### config.mk
export PLATFORM = sky130hd
export DESIGN_NAME = stream_fifo
export DESIGN_NICKNAME = d
export VERILOG_FILES = /design/src/rtl/stream_pkg.sv /design/src/rtl/stream_fifo_mem.sv /design/src/rtl/stream_fifo.sv
export SDC_FILE = /design/constraint.sdc
export NUM_CORES = 1
export LEC_CHECK = 0
export ABC_AREA = 0
export CAP_MARGIN = 25
export CORE_MARGIN = 5
export CORE_UTILIZATION = 49
export DETAILED_ROUTE_END_ITERATION = 7
export PLACE_DENSITY_LB_ADDON = 0.08
export SYNTH_ARGS = -nofsm -noshare
export SYNTH_HDL_FRONTEND = slang
export SYNTH_SLANG_ARGS = --single-unit
### constraint.sdc
create_clock -name clock -period 1.8 [get_ports clock]
set_input_delay 0.18 -clock clock [delete_from_list [all_inputs] [get_ports clock]]
set_output_delay 0.18 -clock clock [all_outputs]
set_load 0.03 [all_outputs]
### src/rtl/stream_pkg.sv
// Shared types and helpers for the valid/stall streaming fabric.
package stream_pkg;

    localparam int unsigned STREAM_WIDTH = 32;

    // Transfer kind seen by a buffer in one cycle, encoded as {pop, push}.
    typedef enum logic [1:0] {
        NONE = 2'b00,
        PUSH = 2'b01,
        POP  = 2'b10,
        BOTH = 2'b11
    } stream_xfer_e;

    // Advance a ring pointer, wrapping from depth-1 back to 0 for any depth.
    function automatic int unsigned ptr_inc(input int unsigned ptr, input int unsigned depth);
        return (ptr + 32'd1 >= depth) ? 32'd0 : ptr + 32'd1;
    endfunction

endpackage

### src/rtl/stream_fifo_mem.sv
// DEPTH x WIDTH register array: one synchronous write port, one asynchronous read port.
module stream_fifo_mem #(
    parameter int unsigned WIDTH = 32,
    parameter int unsigned DEPTH = 4,
    parameter int unsigned PW    = 2
) (
    input  logic             clock,
    input  logic             we,
    input  logic [PW-1:0]    waddr,
    input  logic [WIDTH-1:0] wdata,
    input  logic [PW-1:0]    raddr,
    output logic [WIDTH-1:0] rdata
);

    logic [WIDTH-1:0] mem [DEPTH];

    // Storage write; contents are intentionally not reset.
    always_ff @(posedge clock) begin
        if (we) begin
            mem[waddr] <= wdata;
        end
    end

    assign rdata = mem[raddr];

endmodule

### src/rtl/stream_fifo.sv
// Elastic buffer for the valid/stall fabric with occupancy, almost-full and flush.
module stream_fifo
    import stream_pkg::*;
#(
    parameter int unsigned  WIDTH     = STREAM_WIDTH,
    parameter int unsigned  DEPTH     = 4,
    parameter int unsigned  AF_THRESH = DEPTH - 1,
    localparam int unsigned CW        = $clog2(DEPTH + 1)
) (
    input  logic             clock,
    input  logic             reset,
    input  logic             flush,
    input  logic [WIDTH-1:0] in_data,
    input  logic             in_valid,
    output logic             upstream_stall,
    output logic [WIDTH-1:0] out_data,
    output logic             out_valid,
    input  logic             downstream_stall,
    output logic [CW-1:0]    count,
    output logic             almost_full
);

    localparam int unsigned PW = $clog2(DEPTH);

    logic [PW-1:0]    wr_ptr_q, wr_ptr_d;
    logic [PW-1:0]    rd_ptr_q, rd_ptr_d;
    logic [CW-1:0]    count_q, count_d;
    logic             full_q, valid_q, af_q;
    logic             push_c, pop_c;
    stream_xfer_e     xfer_c;
    logic [WIDTH-1:0] rd_data_c;

    // Handshake decode and next pointer/count; flush wins over any transfer.
    always_comb begin
        push_c   = in_valid && !full_q;
        pop_c    = valid_q && !downstream_stall;
        xfer_c   = stream_xfer_e'({pop_c, push_c});
        wr_ptr_d = wr_ptr_q;
        rd_ptr_d = rd_ptr_q;
        count_d  = count_q;
        if (flush) begin
            wr_ptr_d = '0;
            rd_ptr_d = '0;
            count_d  = '0;
        end else begin
            case (xfer_c)
                PUSH: begin
                    wr_ptr_d = PW'(ptr_inc(32'(wr_ptr_q), DEPTH));
                    count_d  = count_q + CW'(1);
                end
                POP: begin
                    rd_ptr_d = PW'(ptr_inc(32'(rd_ptr_q), DEPTH));
                    count_d  = count_q - CW'(1);
                end
                BOTH: begin
                    wr_ptr_d = PW'(ptr_inc(32'(wr_ptr_q), DEPTH));
                    rd_ptr_d = PW'(ptr_inc(32'(rd_ptr_q), DEPTH));
                end
                default: begin
                end
            endcase
        end
    end

    // State and flag registers; flags are precomputed from the next count.
    always_ff @(posedge clock) begin
        if (reset) begin
            wr_ptr_q <= '0;
            rd_ptr_q <= '0;
            count_q  <= '0;
            full_q   <= 1'b0;
            valid_q  <= 1'b0;
            af_q     <= 1'b0;
        end else begin
            wr_ptr_q <= wr_ptr_d;
            rd_ptr_q <= rd_ptr_d;
            count_q  <= count_d;
            full_q   <= (count_d == CW'(DEPTH));
            valid_q  <= (count_d != '0);
            af_q     <= (count_d >= CW'(AF_THRESH));
        end
    end

    stream_fifo_mem #(
        .WIDTH (WIDTH),
        .DEPTH (DEPTH),
        .PW    (PW)
    ) u_mem (
        .clock (clock),
        .we    (push_c && !flush && !reset),
        .waddr (wr_ptr_q),
        .wdata (in_data),
        .raddr (rd_ptr_q),
        .rdata (rd_data_c)
    );

    assign upstream_stall = full_q;
    assign out_valid      = valid_q;
    assign out_data       = valid_q ? rd_data_c : '0;
    assign count          = count_q;
    assign almost_full    = af_q;

endmodule

-- Word-level counts from Yosys, hierarchy flattened
Memories as Yosys holds them, arrays and structs flattened. A register that Yosys moved wholly into a read port is not among the register bits.
Index checks and enable logic that the tools add are counted.
- bits in registers: 10
- bits in writable memories: 128
- bits of input ports: 37
- word-level logic and storage cells: 39
- memories kept: 1
- add/sub/neg operators: 4
- magnitude comparators: 3
- equality and inequality tests: 4
- multiplexer cells: 9
- reductions and logical operators: 12
- memory list (name ; depth ; width ; read ports ; clocked after Yosys merged registers in ; write ports ; RTL line ; source):
    u_mem.mem ; 4 ; 32 ; 1 ; 1 ; 1 ; stream_fifo_mem.sv:15 ; logic [WIDTH-1:0] mem [DEPTH];
- operators with widths (operator ; count):
    $mux W32 ; 1
    $mux W2 ; 4
    $add A2 B1 Y3 const B ; 2
    $ge A3 B3 Y1 const B ; 2
    $pmux W3 S2 ; 1
    $reduce_or A2 Y1 ; 3
    $eq A2 B2 Y1 const B ; 2
    $logic_and A1 B1 Y1 ; 4
    $logic_not A1 Y1 ; 4
    $add A3 B1 Y3 const B ; 1
    $eq A3 B3 Y1 const B ; 1
    $ge A3 B2 Y1 const B ; 1
    $mux W3 ; 1
    $reduce_bool A3 Y1 ; 1
    $sub A3 B1 Y3 const B ; 1
    $eq A2 B1 Y1 const B ; 1
    $mux W1 ; 2

-- Depth between registers and ports, before layout
Gate-level depths: netlist of run 1.
- depth after elaboration: 6
- mapped depth: 8
- depth with buffers taken out: 7

-- Hierarchy
A second synthesis of run 1 with hierarchy kept.
- cell total of the unflattened synthesis: 256
- area total of the unflattened synthesis: 5386.4 um^2
- by module, submodules not included (module ; instances ; cells an instance ; area each (um^2)):
    stream_fifo_mem ; 1 ; 171 ; 4689.5
    stream_fifo ; 1 ; 85 ; 696.9

-- Least setup slack after synthesis of run 1
No wires, ideal clock.
- kind: register to register
- from: register full_q, in the netlist upstream_stall
- to: register full_q, in the netlist upstream_stall
- arrival: 2.109 ns
- data required time: 1.734 ns
- slack: -0.375 ns
- cell stages (with the launch flop): 9
- period minus slack after synthesis: 2.175 ns
- cell sequence: dfxtp_1 -> nor2b_1 -> clkbuf_1 -> inv_1 -> ha_1 -> fa_1 -> xnor2_1 -> or4_4 -> a21oi_2
- cells in the longest elaborated chain, start to end: 6
- elaborated cells between the ends (all ways): 7
- those cells by class: eq/ne (3); mux (2); reduce/logical (2)
- ends and longest elaborated chain (what ; RTL line ; source):
    start: declaration ; stream_fifo.sv:28 ; logic full_q, valid_q, af_q;
    start signal: assignment ; stream_fifo.sv:78 ; full_q <= (count_d == CW'(DEPTH));
    $logic_not A1 Y1 (*) ; stream_fifo.sv:35 ; push_c = in_valid && !full_q;
    $logic_and A1 B1 Y1 (*) ; stream_fifo.sv:35 ;
    $eq A2 B2 Y1 or $eq A2 B1 Y1 (tied branches) ; stream_fifo.sv:46 ; case (xfer_c)
    $pmux W3 S2 (*) ; stream_fifo.sv:46 ;
    $mux W3 (*) ; stream_fifo.sv:41 ; if (flush) begin
    $eq A3 B3 Y1 (*) ; stream_fifo.sv:78 ;
Every way passes the cells marked *; elsewhere a longest branch is shown, timed or not.
A chain may end at the register's enable or synchronous reset.

==> impl_results.md, run 1 <==
- Ys flop type: edfxtp_1
- Wirelength per Cell: between 15 and 20 µm
- Clock buffer depth: 2
- First-pass GRT wire length: 15.8 mm
- Die W: approximately 120 µm
- Most Frequent Cell on Critical Path: buf_12
- Relative slew slack: around three quarters
- Antenna violations before repair: 0
- Fin area: 7320 µm²
- Layout area overhead: 35.2%
- IO Port Bufs: 74
- Leading area contributor after synthesis: edfxtp_1
- Arrival @ worst endpoint: slightly below 2000 ps
- # rows: 38
- Cts bufs inserted: 17
- DIE AREA: about 13000 µm²
- Clk sinks: 140
- RSZ-0062 raised after global routing: yes
- Layout cells sized above 1: 44.4%
- Nets: 413
- Startpoint Class: register
- ANT nets after route: 0
- Core Area: between 10000 and 15000 µm²
- Worst-skew pair later-pin latency: approximately 510 ps
- DR vias: 2731
- Largest net degree at the start of global routing: 23
- Syn_area_per_cell: 20.7 µm²
- Final-report setup violation count: 34
- Clk slew on worst S/H paths: roughly 60 ps
- Most frequent cell after synthesis: edfxtp_1
- Synth warnings: 0
- Tightest Pin Transition: 344 ps
- Crit path to: out_data[8]
- DR DRC count: 0
- CTS H-tree depth: 4
- GPL Wtd Cong: ~0.69
- Final Non-Filler Cells: about 520
- Synth top area cells: edfxtp_1 (71%), mux4_2 (13%), dfxtp_1 (4.4%)
- FMAX: 466 MHz
- Via-to-Cell Ratio: around 5.2
- Violated checks: negative setup slack
- #FFs+latches synth: between 100 and 150
- Number of global-route vias before repair: 3002
- Hold wc startpoint: in_data[3]
- Worst R2R End: upstream_stall$_SDFF_PP0_
- Peak VDD IR: 0.000608 V
- Final hold vios: 0
- Netlist cell types: 28
- Final worst slack: -346 ps
- Dpl hpwl: slightly above 6 mm
- Worst Path Required: 1620 ps
- # diodes: 0
- CP Max Fanout: 6
- Total wire length: between 9 and 10 mm
- Period utilisation layout: 119%
- Syn_nets: just over 300
- Proportion of netlist area held by the largest area contributor: between 70% and 80%
- Drt pass-1 iters: 4
- Synth Cell Area: ~5400 µm²
- Slew Viols, Final: 0
- TritonCTS clock tree: yes
- Tmin final: 2150 ps
- Critical path class: reg -> out
- Inst Count DP: ~490
- Slowest cell on crit path: mux4_2
- Final core utilization: 67.5%
- Post-synth EDFFs: roughly 130
- GRT Overall Usage: 16.2%
- Boundary Pins: 75
- Synth Instances: around 260
- Worst path cell trace: buf_12 > buf_12 > mux4_2 > and2_4 > buf_6
- Die height: approximately 120 µm
- HP Class: in -> reg
- Pwr/cell area: approximately 950 nW/µm²
- Status: complete, but fails checks
- Placed Instance Area: 6600 µm²
- Root Driver: clkbuf_8
- Leak Pwr: between 2 and 3 nW
- 1st-iter DRT viols: 97
- R2r startpoint: upstream_stall$_SDFF_PP0_
- Asr flop ratio synth: 0%
- Initial Util: about half
- Hold_buf cts: 0
- Max_cap viols: 0
- R2R depth: 7
- Synth top cells by count: edfxtp_1 (128), and2_1 (32), mux4_2 (32)
- Grt ovf: 0
- Worst slack, placed: -394 ps
- Max incr delay on CP: between 500 and 600 ps
- Worst Setup End Kind: output pin
- Flop2flop setup slack: -30 ps
- Clock Skews: roughly 4.4 ps
- Sequential area share after synthesis: between 70% and 80%
-- how the worst min path moves through the flow --
stage | cells past startpoint | slack (ps) | endpoint
finish | 1 | 300 | u_mem.mem[2][3]$_DFFE_PP_
global route | 1 | 290 | u_mem.mem[2][4]$_DFFE_PP_
CTS | 1 | 280 | u_mem.mem[1][0]$_DFFE_PP_
detailed placement | 2 | 540 | register
global placement | 2 | 530 | register
floorplan | 0 | 280 | u_mem.mem[0][0]$_DFFE_PP_
-- where the power goes --
part	leakage [nW]	switching [mW]	total (mW)	internal, mW
Sequential	1.26	0.0159	3.60	3.58
Combinational	1.05	0.230	0.490	0.260
Clock	0.225	1.23	2.89	1.66
Total	2.53	1.48	6.98	5.50
-- metal layers --
layer / GRT usage [%] / share of wire [%] / up-vias
li1: - / - / 1254
met1: 20.9 / 43 / 1404
met2: 26.1 / 51 / 60
met3: 5.16 / 4.4 / 13
met4: 5.87 / 1.5 / 0
met5: 0 / 0 / -
-- layout make-up --
class / count / area [µm²]
clock buffer: 18 / 418
clock inverter: 13 / 78.8
fill: 754 / 3520
inverter: 3 / 11.3
multi-input combinational: 106 / 1380
sequential: 140 / 4090
tap: 140 / 175
timing repair buffer: 101 / 1160
-- worst max-delay path, delay by kind of cell (launching register included) --
| kind | cells | cell delay, ps |
|---|---|---|
| buffers and inverters | 3 | 370 |
| DFF | 1 | 400 |
| muxes | 1 | 520 |
| and+or+nand+nor | 1 | 160 |
-- cell usage in the layout (no fill, tap or decap), drive strengths merged --
cell,instances
a211o,1
a211oi,1
a21oi,1
a31oi,1
and2,32
and3,4
buf,59
clkbuf,18
clkdlybuf4s50,38
clkinv,6
clkinvlp,6
dfxtp,12
dlygate4sd2,3
dlymetal6s2s,1
edfxtp,128
fa,1
ha,6
inv,4
mux2i,5
mux4,32
nand2,1
nand3,1
nor2,10
nor2b,2
nor3b,2
o211ai,2
or2,1
or4,1
xnor2,1
xor2,1
-- sequential cells by signal, summed over array words and instances (netlist names), named ones only --
signal	cells
rd_ptr_q	2
u_mem.mem	128
wr_ptr_q	2
upstream_stall	1
out_valid	1
count	3
almost_full	1
-- through the flow --
| stage | TNS, ps | hold WS, ps | power [mW] |
|---|---|---|---|
| finish | -8600 | 305 | 6.98 |
| CTS | -10930 | 277 | 7.05 |
| global placement | -7700 | 525 | 4.10 |
| floorplan | -495 | 279 | 3.87 |
| detailed placement | -7770 | 541 | 4.11 |
| global route | -11220 | 291 | 7.22 |
-- cells by family (layout without fill, tap and decap cells) --
| group | after synthesis | in the layout | synth area share [%] |
|---|---|---|---|
| xor gates and xnor gates | 2 | 2 | 0.324 |
| and+or+nand+nor | 54 | 54 | 5.85 |
| AOI/OAI and AO/OA | 6 | 6 | 0.879 |
| DFF | 140 | 140 | 75.5 |
| adders and majority gates | 7 | 7 | 1.76 |
| muxes | 37 | 37 | 14.2 |
| buffers and inverters | 16 | 135 | 1.48 |
-- repair_timing --
item / in CTS / in global routing
pin swaps: 10 / 3
gates resized for setup: 248 / 3
cloned: 2 / 0
setup endpoints to repair: 39 / 37
setup buffers: 3 / 2
Power figures use the tool's default switching activity.
==> run 2: changes to the inputs <==
--- a/config.mk
+++ b/config.mk
@@ -7,7 +7,7 @@
 export LEC_CHECK = 0
 export ABC_AREA = 0
 export CAP_MARGIN = 25
-export CORE_MARGIN = 5
+export CORE_MARGIN = 8
 export CORE_UTILIZATION = 49
 export DETAILED_ROUTE_END_ITERATION = 7
 export PLACE_DENSITY_LB_ADDON = 0.08
==> impl_results.md, run 2 (synthesized netlist as in run 1, its figures left out) <==
- Status: complete, but fails checks
- Violated checks: negative setup slack
- Layout area overhead: 37.7%
- Top reg by flops: u_mem.mem
- Worst Path Required: 1620 ps (about the same)
- Cts bufs inserted: 17 (unchanged)
- Worst-skew pair later-pin latency: 510 ps (about the same)
- Number of global-route vias before repair: 3019 (+0.57%)
- Total wire length: 10.3 mm (+3.9%)
- Drt pass-1 iters: 4 (unchanged)
- Slowest cell on crit path: mux4_2
- Startpoint Class: register
- Clock power share: 44.8% (+3.4 points)
- Most Frequent Cell on Critical Path: buf_6
- Seq pwr share: 48.5% (-3.1 points)
- GPL Wtd Cong: 0.748 (+7.8%)
- Most common cell after layout, fill and taps aside: edfxtp_1
- Clk slew on worst S/H paths: 60 ps (about the same)
- IO Port Bufs: 74 (unchanged)
- Max_cap viols: 0 (unchanged)
- HP Class: in -> reg
- Setup TNS: -8900 ps (-300 ps)
- Tot Pwr: 7.41 mW (+6.3%)
- # rows: 38 (unchanged)
- Nets: 418 (+1.2%)
- Tmin final: 2150 ps (-0.235 ps)
- Switch share: 20.1% (-1.1 points)
- Die W: 121 µm (+5.2%)
- Worst slack, placed: -401 ps (-7.51 ps)
- Worst path cell trace: buf_12 > buf_6 > mux4_2 > and2_4 > buf_6
- Period utilisation layout: 119% (about the same)
- Final worst slack: -346 ps (+0.235 ps)
- Grt ovf: 0 (unchanged)
- Final-report setup violation count: 33 (-2.9%)
- First-pass GRT wire length: 16.4 mm (+3.6%)
- Pwr/cell area: 995 nW/µm² (+4.3%)
- Internal power: 5.93 mW (+7.7%)
- Layout cells sized above 1: 46.0% (+1.6 points)
- RSZ-0062 raised after global routing: yes
- Final hold vios: 0 (unchanged)
- Worst Setup End Kind: output pin
- Tightest Pin Transition: 313 ps (-31.6 ps)
- Peak VDD IR: 0.000716 V (+18%)
- Root Driver: clkbuf_8
- Wirelength per Cell: 19.5 µm (+3.1%)
- Via-to-Cell Ratio: 5.27 (+0.55%)
- Clock Skews: 7.33 ps (+2.94 ps)
- DR vias: 2767 (+1.3%)
- 1st-iter DRT viols: 156 (+61%)
- Max incr delay on CP: 470 ps (-50 ps)
- Max reg flops: 128 (unchanged)
- Core Area: 10800 µm² (-0.44%)
- # diodes: 0 (unchanged)
- CTS H-tree depth: 4 (unchanged)
- Critical path class: reg -> out
- Arrival @ worst endpoint: 1970 ps (about the same)
- Clock buffer depth: 2 (unchanged)
- Comb power frac: 6.7% (-0.3 points)
- CP Max Fanout: 8 (+2)
- Final Non-Filler Cells: 525 (+0.77%)
- Leak Pwr: 2.60 nW (+2.8%)
- Boundary Pins: 75 (unchanged)
- Largest net degree at the start of global routing: 20 (-13%)
- Hold slack: 299 ps (-5.90 ps)
- ANT nets after route: 0 (unchanged)
- Initial Util: 50.1% (+0.22 points)
- Hold_buf cts: 0 (unchanged)
- DIE AREA: 14700 µm² (+11%)
- Relative slew slack: 79.1% (+2.1 points)
- TritonCTS clock tree: yes
- Slew Viols, Final: 0 (unchanged)
- Dpl hpwl: 6.29 mm (+3.6%)
- FMAX: 466 MHz (about the same)
- Die height: 121 µm (+5.2%)
- Psw: 1.49 mW (+0.80%)
- Clk sinks: 140 (unchanged)
- GRT Overall Usage: 15.1% (-1.2 points)
- Antenna violations before repair: 0 (unchanged)
- DR DRC count: 0 (unchanged)
- Most frequent cells in the layout: edfxtp_1 (128), clkdlybuf4s50_1 (39), buf_6 (38)
- Inst Count DP: 485 (unchanged)
run 2: cell count changes in the layout (fill, tap and decap cells not counted), moves of 3 or more:
cell / change
clkinvlp_4: -5
clkinv_2: +3
clkinv_1: -3
clkinv_4: +3
buf_6: +5
bufinv_16: +3
run 2: path summary, 6_finish.rpt:
| path | endpoint | cells after the start | slack, ps | from |
|---|---|---|---|---|
| min reg2reg | register | 2 | 560 | rd_ptr_q[1]$_SDFFE_PP0N_ |
| max reg2reg | upstream_stall$_SDFF_PP0_ | 7 | 0 | upstream_stall$_SDFF_PP0_ |
| max | out_data[31] | 5 | -350 | register |
| min | u_mem.mem[2][2]$_DFFE_PP_ | 1 | 300 | in_data[2] |
run 2: per-layer routing:
| metal | vias to the layer above | part of all wire [%] | global-route usage, % |
|---|---|---|---|
| li1 | 1268 | - | - |
| met1 | 1420 | 42 | 17.1 |
| met2 | 73 | 52 | 25.1 |
| met3 | 6 | 5.9 | 5.63 |
| met4 | 0 | 0.67 | 6.32 |
| met5 | - | 0 | 0 |
run 2: cell type report:
| type | count | area, µm² |
|---|---|---|
| well taps | 140 | 175 |
| clock inverters | 13 | 153 |
| clock buffers | 17 | 414 |
| repair buffers | 106 | 1220 |
| inverters | 3 | 11.3 |
| multi-input cells | 106 | 1380 |
| flip-flops and latches | 140 | 4090 |
| fillers | 694 | 3340 |
run 2: critical path, delay by kind of cell, from the launching register on:
| kind | cells | cell delay (ps) |
|---|---|---|
| mux | 1 | 470 |
| flops | 1 | 410 |
| buf+inv | 3 | 390 |
| simple gates | 1 | 180 |
run 2: stage by stage:
stage / util [%] / instance area [µm²]
6_report: 69.0 / 7450
4_1_cts: 68.6 / 7400
5_1_grt: 69.0 / 7450
3_5_place_dp: 61.2 / 6610
2_1_floorplan: - / 5450
3_3_place_gp: 61.2 / 6610
run 2: what timing repair did:
action,CTS,global route
gates resized for setup,233,34
cloned,3,0
buffers inserted,7,4
pin swaps,3,1
endpoints found under the hold margin,0,0
endpoints found under the setup margin,39,36
run 2: power by group through the flow:
stage               logic, mW  clock network [mW]  registers (mW)
floorplan               0.195                   0            3.68
global placement        0.438                   0            3.67
detailed placement      0.444                   0            3.67
CTS                     0.488                3.38            3.60
global route            0.528                3.50            3.60
finish                  0.495                3.32            3.60
